$ cat src/rtl/tpic_pkg.sv
// Shared types and default timing for the TPIC relay-chain frame controller.
package tpic_pkg;

  typedef enum logic [2:0] {
    ST_IDLE,
    ST_LOAD,
    ST_SHIFT_LO,
    ST_SHIFT_HI,
    ST_LATCH,
    ST_BYPASS
  } tpic_state_e;

  localparam int TPIC_WIDTH      = 300;
  localparam int TPIC_SCLK_HALF  = 2;
  localparam int TPIC_RCK_CYCLES = 2;
  localparam int TPIC_REFRESH    = 50000;

endpackage

$ cat src/rtl/tpic_frame_ctrl_if.sv
// TPIC daisy-chain pin bundle: the controller drives the chain, the chain returns SOUT as sin.
interface tpic_frame_ctrl_if;
  logic tpic_sclk;
  logic tpic_sout;
  logic tpic_rck;
  logic tpic_en_n;
  logic tpic_sin;

  modport master (
    output tpic_sclk,
    output tpic_sout,
    output tpic_rck,
    output tpic_en_n,
    input  tpic_sin
  );

  modport slave (
    input  tpic_sclk,
    input  tpic_sout,
    input  tpic_rck,
    input  tpic_en_n,
    output tpic_sin
  );
endinterface

$ cat src/rtl/tpic_sync2.sv
// Two-flop synchronizer with asynchronous active-low reset.
module tpic_sync2 (
  input  logic clk,
  input  logic rst_n,
  input  logic d_i,
  output logic q_o
);
  logic [1:0] sync_q;

  always_ff @(posedge clk or negedge rst_n) begin
    if (!rst_n) begin
      sync_q <= '0;
    end else begin
      sync_q <= {sync_q[0], d_i};
    end
  end

  assign q_o = sync_q[1];
endmodule

$ cat src/rtl/tpic_frame_ctrl.sv
// Frame sequencer for the TPIC relay chain: snapshot, MSB-first shift with readback, RCK latch,
// and frame-boundary handover of the pins to the diagnostic bypass.
module tpic_frame_ctrl
  import tpic_pkg::*;
#(
  parameter int WIDTH      = TPIC_WIDTH,
  parameter int SCLK_HALF  = TPIC_SCLK_HALF,
  parameter int RCK_CYCLES = TPIC_RCK_CYCLES,
  parameter int REFRESH    = TPIC_REFRESH
) (
  input  logic               clk,
  input  logic               reset_n,
  input  logic [WIDTH-1:0]   mem_data,
  input  logic               mem_wr,
  input  logic               byps_req,
  input  logic               err_clr,
  output logic               byps_gnt,
  output logic               busy,
  output logic               frame_done,
  output logic               chain_err,
  tpic_frame_ctrl_if.master  tpic
);

  localparam int PW = (SCLK_HALF > RCK_CYCLES) ? SCLK_HALF : RCK_CYCLES;
  localparam int CW = (PW > 1) ? $clog2(PW) : 1;
  localparam int BW = $clog2(WIDTH + 1);
  localparam int RW = (REFRESH > 1) ? $clog2(REFRESH) : 1;

  localparam logic [CW-1:0] HALF_LAST = CW'(SCLK_HALF - 1);
  localparam logic [CW-1:0] RCK_LAST  = CW'(RCK_CYCLES - 1);
  localparam logic [BW-1:0] BIT_LAST  = BW'(WIDTH - 1);
  localparam logic [RW-1:0] REF_LAST  = RW'((REFRESH > 0) ? REFRESH - 1 : 0);

  tpic_state_e      state_q;
  logic [CW-1:0]    cnt_q;
  logic [BW-1:0]    bit_q;
  logic [RW-1:0]    ref_q;
  logic [WIDTH-1:0] tx_q;
  logic [WIDTH-1:0] snap_q;
  logic [WIDTH-1:0] prev_q;
  logic [WIDTH-1:0] rx_q;
  logic             pending_q;
  logic             chk_valid_q;
  logic             byps_gnt_q;
  logic             sclk_q;
  logic             sout_q;
  logic             rck_q;
  logic             en_n_q;
  logic             busy_q;
  logic             frame_done_q;
  logic             chain_err_q;
  logic             byps_s;
  logic             mismatch;

  tpic_sync2 u_byps_sync (
    .clk   (clk),
    .rst_n (reset_n),
    .d_i   (byps_req),
    .q_o   (byps_s)
  );

  assign mismatch = chk_valid_q && (rx_q != prev_q);

  // Pin outputs are registered and updated on the transition into the state that owns them.
  always_ff @(posedge clk or negedge reset_n) begin
    if (!reset_n) begin
      state_q      <= ST_IDLE;
      cnt_q        <= '0;
      bit_q        <= '0;
      ref_q        <= '0;
      tx_q         <= '0;
      snap_q       <= '0;
      prev_q       <= '0;
      rx_q         <= '0;
      pending_q    <= 1'b1;
      chk_valid_q  <= 1'b0;
      byps_gnt_q   <= 1'b0;
      sclk_q       <= 1'b0;
      sout_q       <= 1'b0;
      rck_q        <= 1'b0;
      en_n_q       <= 1'b1;
      busy_q       <= 1'b0;
      frame_done_q <= 1'b0;
      chain_err_q  <= 1'b0;
    end else begin
      frame_done_q <= 1'b0;
      if (err_clr) begin
        chain_err_q <= 1'b0;
      end

      unique case (state_q)
        ST_IDLE: begin
          if (byps_s) begin
            state_q    <= ST_BYPASS;
            byps_gnt_q <= 1'b1;
          end else if (pending_q) begin
            state_q <= ST_LOAD;
            busy_q  <= 1'b1;
          end else if (REFRESH != 0) begin
            if (ref_q == REF_LAST) begin
              pending_q <= 1'b1;
              ref_q     <= '0;
            end else begin
              ref_q <= ref_q + 1'b1;
            end
          end
        end

        ST_LOAD: begin
          tx_q      <= mem_data;
          snap_q    <= mem_data;
          sout_q    <= mem_data[WIDTH-1];
          pending_q <= 1'b0;
          bit_q     <= '0;
          cnt_q     <= '0;
          state_q   <= ST_SHIFT_LO;
        end

        ST_SHIFT_LO: begin
          if (cnt_q == HALF_LAST) begin
            rx_q    <= {rx_q[WIDTH-2:0], tpic.tpic_sin};
            sclk_q  <= 1'b1;
            cnt_q   <= '0;
            state_q <= ST_SHIFT_HI;
          end else begin
            cnt_q <= cnt_q + 1'b1;
          end
        end

        ST_SHIFT_HI: begin
          if (cnt_q == HALF_LAST) begin
            tx_q   <= {tx_q[WIDTH-2:0], 1'b0};
            bit_q  <= bit_q + 1'b1;
            cnt_q  <= '0;
            sclk_q <= 1'b0;
            if (bit_q == BIT_LAST) begin
              state_q <= ST_LATCH;
              sout_q  <= 1'b0;
              rck_q   <= 1'b1;
            end else begin
              state_q <= ST_SHIFT_LO;
              sout_q  <= tx_q[WIDTH-2];
            end
          end else begin
            cnt_q <= cnt_q + 1'b1;
          end
        end

        ST_LATCH: begin
          // Placed after the err_clr default so a same-cycle mismatch wins.
          if ((cnt_q == '0) && mismatch) begin
            chain_err_q <= 1'b1;
          end
          if (cnt_q == RCK_LAST) begin
            prev_q       <= snap_q;
            chk_valid_q  <= 1'b1;
            en_n_q       <= 1'b0;
            frame_done_q <= 1'b1;
            busy_q       <= 1'b0;
            rck_q        <= 1'b0;
            cnt_q        <= '0;
            state_q      <= ST_IDLE;
          end else begin
            cnt_q <= cnt_q + 1'b1;
          end
        end

        ST_BYPASS: begin
          if (!byps_s) begin
            state_q     <= ST_IDLE;
            byps_gnt_q  <= 1'b0;
            pending_q   <= 1'b1;
            chk_valid_q <= 1'b0;
          end
        end

        default: begin
          state_q <= ST_IDLE;
        end
      endcase

      if (mem_wr) begin
        pending_q <= 1'b1;
      end
    end
  end

  assign byps_gnt       = byps_gnt_q;
  assign busy           = busy_q;
  assign frame_done     = frame_done_q;
  assign chain_err      = chain_err_q;
  assign tpic.tpic_sclk = sclk_q;
  assign tpic.tpic_sout = sout_q;
  assign tpic.tpic_rck  = rck_q;
  assign tpic.tpic_en_n = en_n_q;

endmodule

$ cat src/flat_wrapper.sv
// flat-port wrapper written by rule: the top's interface ports become plain ports
module tpic_frame_ctrl_flat import tpic_pkg::*;
#(
  parameter int WIDTH      = TPIC_WIDTH,
  parameter int SCLK_HALF  = TPIC_SCLK_HALF,
  parameter int RCK_CYCLES = TPIC_RCK_CYCLES,
  parameter int REFRESH    = TPIC_REFRESH
)
  (clk, reset_n, mem_data, mem_wr, byps_req, err_clr, byps_gnt, busy, frame_done, chain_err, tpic_tpic_sclk, tpic_tpic_sout, tpic_tpic_rck, tpic_tpic_en_n, tpic_tpic_sin);
  tpic_frame_ctrl_if tpic_i ();
  input  logic clk;
  input  logic reset_n;
  input  logic [WIDTH-1:0] mem_data;
  input  logic mem_wr;
  input  logic byps_req;
  input  logic err_clr;
  output logic byps_gnt;
  output logic busy;
  output logic frame_done;
  output logic chain_err;
  output wire logic [$bits(tpic_i.tpic_sclk)-1:0] tpic_tpic_sclk;
  output wire logic [$bits(tpic_i.tpic_sout)-1:0] tpic_tpic_sout;
  output wire logic [$bits(tpic_i.tpic_rck)-1:0] tpic_tpic_rck;
  output wire logic [$bits(tpic_i.tpic_en_n)-1:0] tpic_tpic_en_n;
  input wire logic [$bits(tpic_i.tpic_sin)-1:0] tpic_tpic_sin;
  assign tpic_tpic_sclk = tpic_i.tpic_sclk;
  assign tpic_tpic_sout = tpic_i.tpic_sout;
  assign tpic_tpic_rck = tpic_i.tpic_rck;
  assign tpic_tpic_en_n = tpic_i.tpic_en_n;
  assign tpic_i.tpic_sin = tpic_tpic_sin;
  tpic_frame_ctrl #(.WIDTH(WIDTH), .SCLK_HALF(SCLK_HALF), .RCK_CYCLES(RCK_CYCLES), .REFRESH(REFRESH)) u_core (.clk(clk), .reset_n(reset_n), .mem_data(mem_data), .mem_wr(mem_wr), .byps_req(byps_req), .err_clr(err_clr), .byps_gnt(byps_gnt), .busy(busy), .frame_done(frame_done), .chain_err(chain_err), .tpic(tpic_i));
endmodule
$ cat config.mk
export PLATFORM = sky130hd
export DESIGN_NAME = tpic_frame_ctrl_flat
export DESIGN_NICKNAME = d
export VERILOG_FILES = /design/src/rtl/tpic_pkg.sv /design/src/rtl/tpic_frame_ctrl_if.sv /design/src/rtl/tpic_sync2.sv /design/src/rtl/tpic_frame_ctrl.sv /design/src/flat_wrapper.sv
export SDC_FILE = /design/constraint.sdc
export NUM_CORES = 2
export LEC_CHECK = 0
export CAP_MARGIN = 25
export CORE_MARGIN = 1
export CORE_UTILIZATION = 40
export CTS_BUF_LIST = sky130_fd_sc_hd__clkbuf_16
export CTS_CLUSTER_DIAMETER = 50
export CTS_CLUSTER_SIZE = 10
export DETAILED_ROUTE_END_ITERATION = 10
export GPL_TIMING_DRIVEN = 0
export PLACE_DENSITY_LB_ADDON = 0.1
export SKIP_LAST_GASP = 1
export SYNTH_ARGS = -nofsm -noshare
export SYNTH_HDL_FRONTEND = slang
export SYNTH_SLANG_ARGS = --single-unit
$ cat constraint.sdc
create_clock -name clk -period 4.15 [get_ports clk]
set_input_delay 0.83 -clock clk [delete_from_list [all_inputs] [get_ports clk]]
set_output_delay 0.83 -clock clk [all_outputs]
set_load 0.05 [all_outputs]
==> flow_metrics.env <==
export IMPL_synth_area_mux_share_pct=18.8
export IMPL_yosys_area_share_simple_pct=10.8
export IMPL_period_share_pct=83.1
export IMPL_synth_edf_count=0
export IMPL_cts_buffers=157
export IMPL_pin_count=314
export IMPL_grt_overflow=0
export IMPL_syn_cell_area_sq_mm=0.0520
export IMPL_finalClockSkew_ps=23.8
export IMPL_clk_latency_ps=770
export IMPL_die_h_um=363
export IMPL_ys_types=44
export IMPL_ys_seq_area_share_pct=59.7
export IMPL_ys_flop_type="dfrtp_1"
export IMPL_drtIter0Drc=2517
export IMPL_crit_chain="buf_6 -> nor2b_1 -> nand2_1 -> buf_2 -> clkbuf_1 -> buf_8 -> clkbuf_1 -> buf_2 -> nand2_1 -> o21ai_0"
export IMPL_wl_um=150000
export IMPL_first_pass_iters=5
export IMPL_synth_xor_area_share_pct=5.36
export IMPL_syn_area_per_cell_sq_um=11.7
export IMPL_cts_hold_buf=0
export IMPL_yosys_warnings=0
export IMPL_placementRows=131
export IMPL_whs_ps=-10.7
export IMPL_tightest_slew_ps=1060
export IMPL_cap_viol_max_count=0
export IMPL_relSlewSlack_pct=29.6
export IMPL_viasPerCell=5.03
export IMPL_cts_sinks=1240
export IMPL_start_kind="flip-flop"
export IMPL_synth_top_family_by_area="multiplexers"
export IMPL_grt_max_degree=178
export IMPL_areaGrowthSynthToFinish_pct=19.6
export IMPL_synthAdderAreaFrac_pct=0.0481
export IMPL_cts_setup_buffers=0
export IMPL_antenna_found_initial=11
export IMPL_async_flop_share_pct=100
export IMPL_pwr_share_comb_pct=3.8
export IMPL_end_kind="flip-flop"
export IMPL_cts_max_level=4
export IMPL_place_hpwl_um=112000
export IMPL_final_min_clock_period_ps=3450
export IMPL_port_buffers=313
export IMPL_critical_path_class="flip-flop to flip-flop"
export IMPL_setup_viol=0
export IMPL_r2r_end="u_core.tx_q[266]$_DFFE_PN0P_"
export IMPL_synth_compound_area_share_pct=3.28
export IMPL_max_stage_delay_ps=800
export IMPL_cp_top_family="buffers and inverters"
export IMPL_syn_inst=4437
export IMPL_peakVddDrop_mv=0.442
export IMPL_die_w_um=363
export IMPL_die_area_sq_mm=0.131
export IMPL_required_ps=4820
export IMPL_rsz0062_at_grt="false"
export IMPL_power_leakage_nw=28.6
export IMPL_cts_tree="done"
export IMPL_pwr_share_clk_pct=47.9
export IMPL_cp_max_fo=10
export IMPL_power_density_mw_per_mm2=419
export IMPL_drc=0
export IMPL_r2r_slack_ps=700
export IMPL_setup_tns_final_ps=0
export IMPL_reg2reg_depth=10
export IMPL_crit_arrival_ps=4120
export IMPL_internal_power_w=0.0202
export IMPL_crit_cells=10
export IMPL_num_fill_cells=11900
export IMPL_coreArea_sq_mm=0.128
export IMPL_critPathBufInv=6
export IMPL_dp_slack_ps=620
export IMPL_synthTopCellsByArea="dfrtp_1, mux2_2, nand2_1"
export IMPL_pwr_share_seq_pct=48.3
export IMPL_synth_top_cell_area_share_pct=59.6
export IMPL_syn_nets=4745
export IMPL_clkTransAtPathRegs_ps=60
export IMPL_wl_per_cell_um=22.3
export IMPL_clock_root_buffer="clkbuf_16"
export IMPL_synth_seq_cells=1240
export IMPL_fin_nets=5230
export IMPL_clockBufferDepth=3
export IMPL_grt_pass1_wl_um=225000
export IMPL_final_max_slew_violation_count=0
export IMPL_violations="negative hold slack"
export IMPL_hold_viol_final=4
export IMPL_grt_pass1_vias=34400
export IMPL_max_freq_mhz=290
export IMPL_min_path_type="primary input to asynchronous set/reset pin"
export IMPL_layout_setup_ws_ps=703
export IMPL_ctsResizeCount=0
export IMPL_finalPower_w=0.0260
export IMPL_initial_utilization_pct=40.6
export IMPL_cp_slowest_cell="clkbuf_1"
export IMPL_r2r_start="u_core.state_q[0]$_DFFE_PN0P_"
export IMPL_routabilityCongestion=0.900
export IMPL_grtUsageTotal_pct=23.1
export IMPL_drive_above_1_share_pct=18.3
export IMPL_switching_power_w=0.00580
export IMPL_synth_area_leader_cell="dfrtp_1"
export IMPL_p_sw_share_pct=22.3
export IMPL_status="complete, but fails checks"
export IMPL_via_count=33800
export IMPL_ant_nets=0
==> cells in the mapped netlist, drive strengths merged (10+ instances only) <==
| master | n |
|---|---|
| clkbuf | 137 |
| a21oi | 10 |
| nand4 | 54 |
| xor2 | 155 |
| mux2i | 299 |
| mux2 | 602 |
| nand2 | 1231 |
| o21ai | 310 |
| buf | 102 |
| nor4 | 51 |
| nor2 | 24 |
| dfrtp | 1238 |
| xnor2 | 163 |
==> per-stage QoR <==
| stage | instance area [sq um] | hold WS, ps | instances | util (%) |
|---|---|---|---|---|
| after global routing | 62200 | 55.9 | 6721 | 48.5 |
| after detailed placement | 57600 | 336 | 6491 | 44.9 |
| final | 62200 | -10.7 | 6723 | 48.5 |
| after CTS | 62200 | 18.9 | 6719 | 48.5 |
| after global placement | 57300 | 337 | 6479 | 44.7 |
| after floorplan | 52000 | 331 | 4437 | - |
==> registers in the layout (all words and copies together), names as in the netlist, 2 cells and up <==
name,flops
u_core.bit_q,9
u_core.prev_q,300
u_core.ref_q,16
u_core.rx_q,300
u_core.snap_q,300
u_core.state_q,3
u_core.tx_q,299
u_core.u_byps_sync.sync_q,2
==> cells by family (layout without fill, tap and decap cells) <==
group / after synthesis / count (layout)
other cells: 0 / 3
simple gates: 1397 / 1397
xor+xnor: 318 / 318
fa+ha+maj: 2 / 2
buf+inv: 245 / 799
flops: 1240 / 1240
mux: 901 / 901
compound gates: 334 / 334
==> power by group through the flow <==
stage / Clock [W] / Sequential, W / Combinational (W)
4_1_cts: 0.0128 / 0.0126 / 0.00102
5_1_grt: 0.0133 / 0.0126 / 0.00110
2_1_floorplan: 0 / 0.0127 / 0.000273
3_3_place_gp: 0 / 0.0129 / 0.000921
6_report: 0.0125 / 0.0126 / 0.000984
3_5_place_dp: 0 / 0.0128 / 0.00101
==> routing by layer <==
layer	GRT usage (%)	up-vias	share of wire, %
met5	0	-	0.036
met4	6.05	8	2.1
met3	4.47	192	4.7
met2	37.4	687	48
met1	31.7	17100	45
li1	-	15800	-
==> layout by cell type (no fill, tap or decap), drive strengths merged, types with 30 or more instances in the layout <==
master,n
buf,116
clkbuf,300
clkdlybuf4s50,312
clkinv,31
dfrtp,1238
inv,30
mux2,602
mux2i,299
nand2,1231
nand4,54
nor4,51
o21ai,310
xnor2,163
xor2,155
==> worst max-delay path by stage <==
stage / start / end
after floorplan: u_core.state_q[0]$_DFFE_PN0P_ / u_core.prev_q[211]$_DFFE_PN0P_
after detailed placement: reset_n / u_core.tx_q[191]$_DFFE_PN0P_
after global placement: reset_n / u_core.tx_q[191]$_DFFE_PN0P_
final: u_core.state_q[0]$_DFFE_PN0P_ / u_core.tx_q[266]$_DFFE_PN0P_
after global routing: u_core.state_q[0]$_DFFE_PN0P_ / u_core.tx_q[266]$_DFFE_PN0P_
after CTS: u_core.state_q[0]$_DFFE_PN0P_ / u_core.tx_q[191]$_DFFE_PN0P_
==> layout make-up <==
type,instances,area [sq um],share of cell area [%]
diodes,3,7.51,0.0121
well taps,1729,2160,3.48
clock inverters,65,502,0.807
plain buffers,239,1020,1.63
clock buffers,163,4080,6.56
flip-flops and latches,1240,31000,49.9
inverters,6,22.5,0.0362
repair buffers,326,3440,5.53
multi-input cells,2952,19900,32.0
Note: power is estimated with default switching activity, not from simulation.
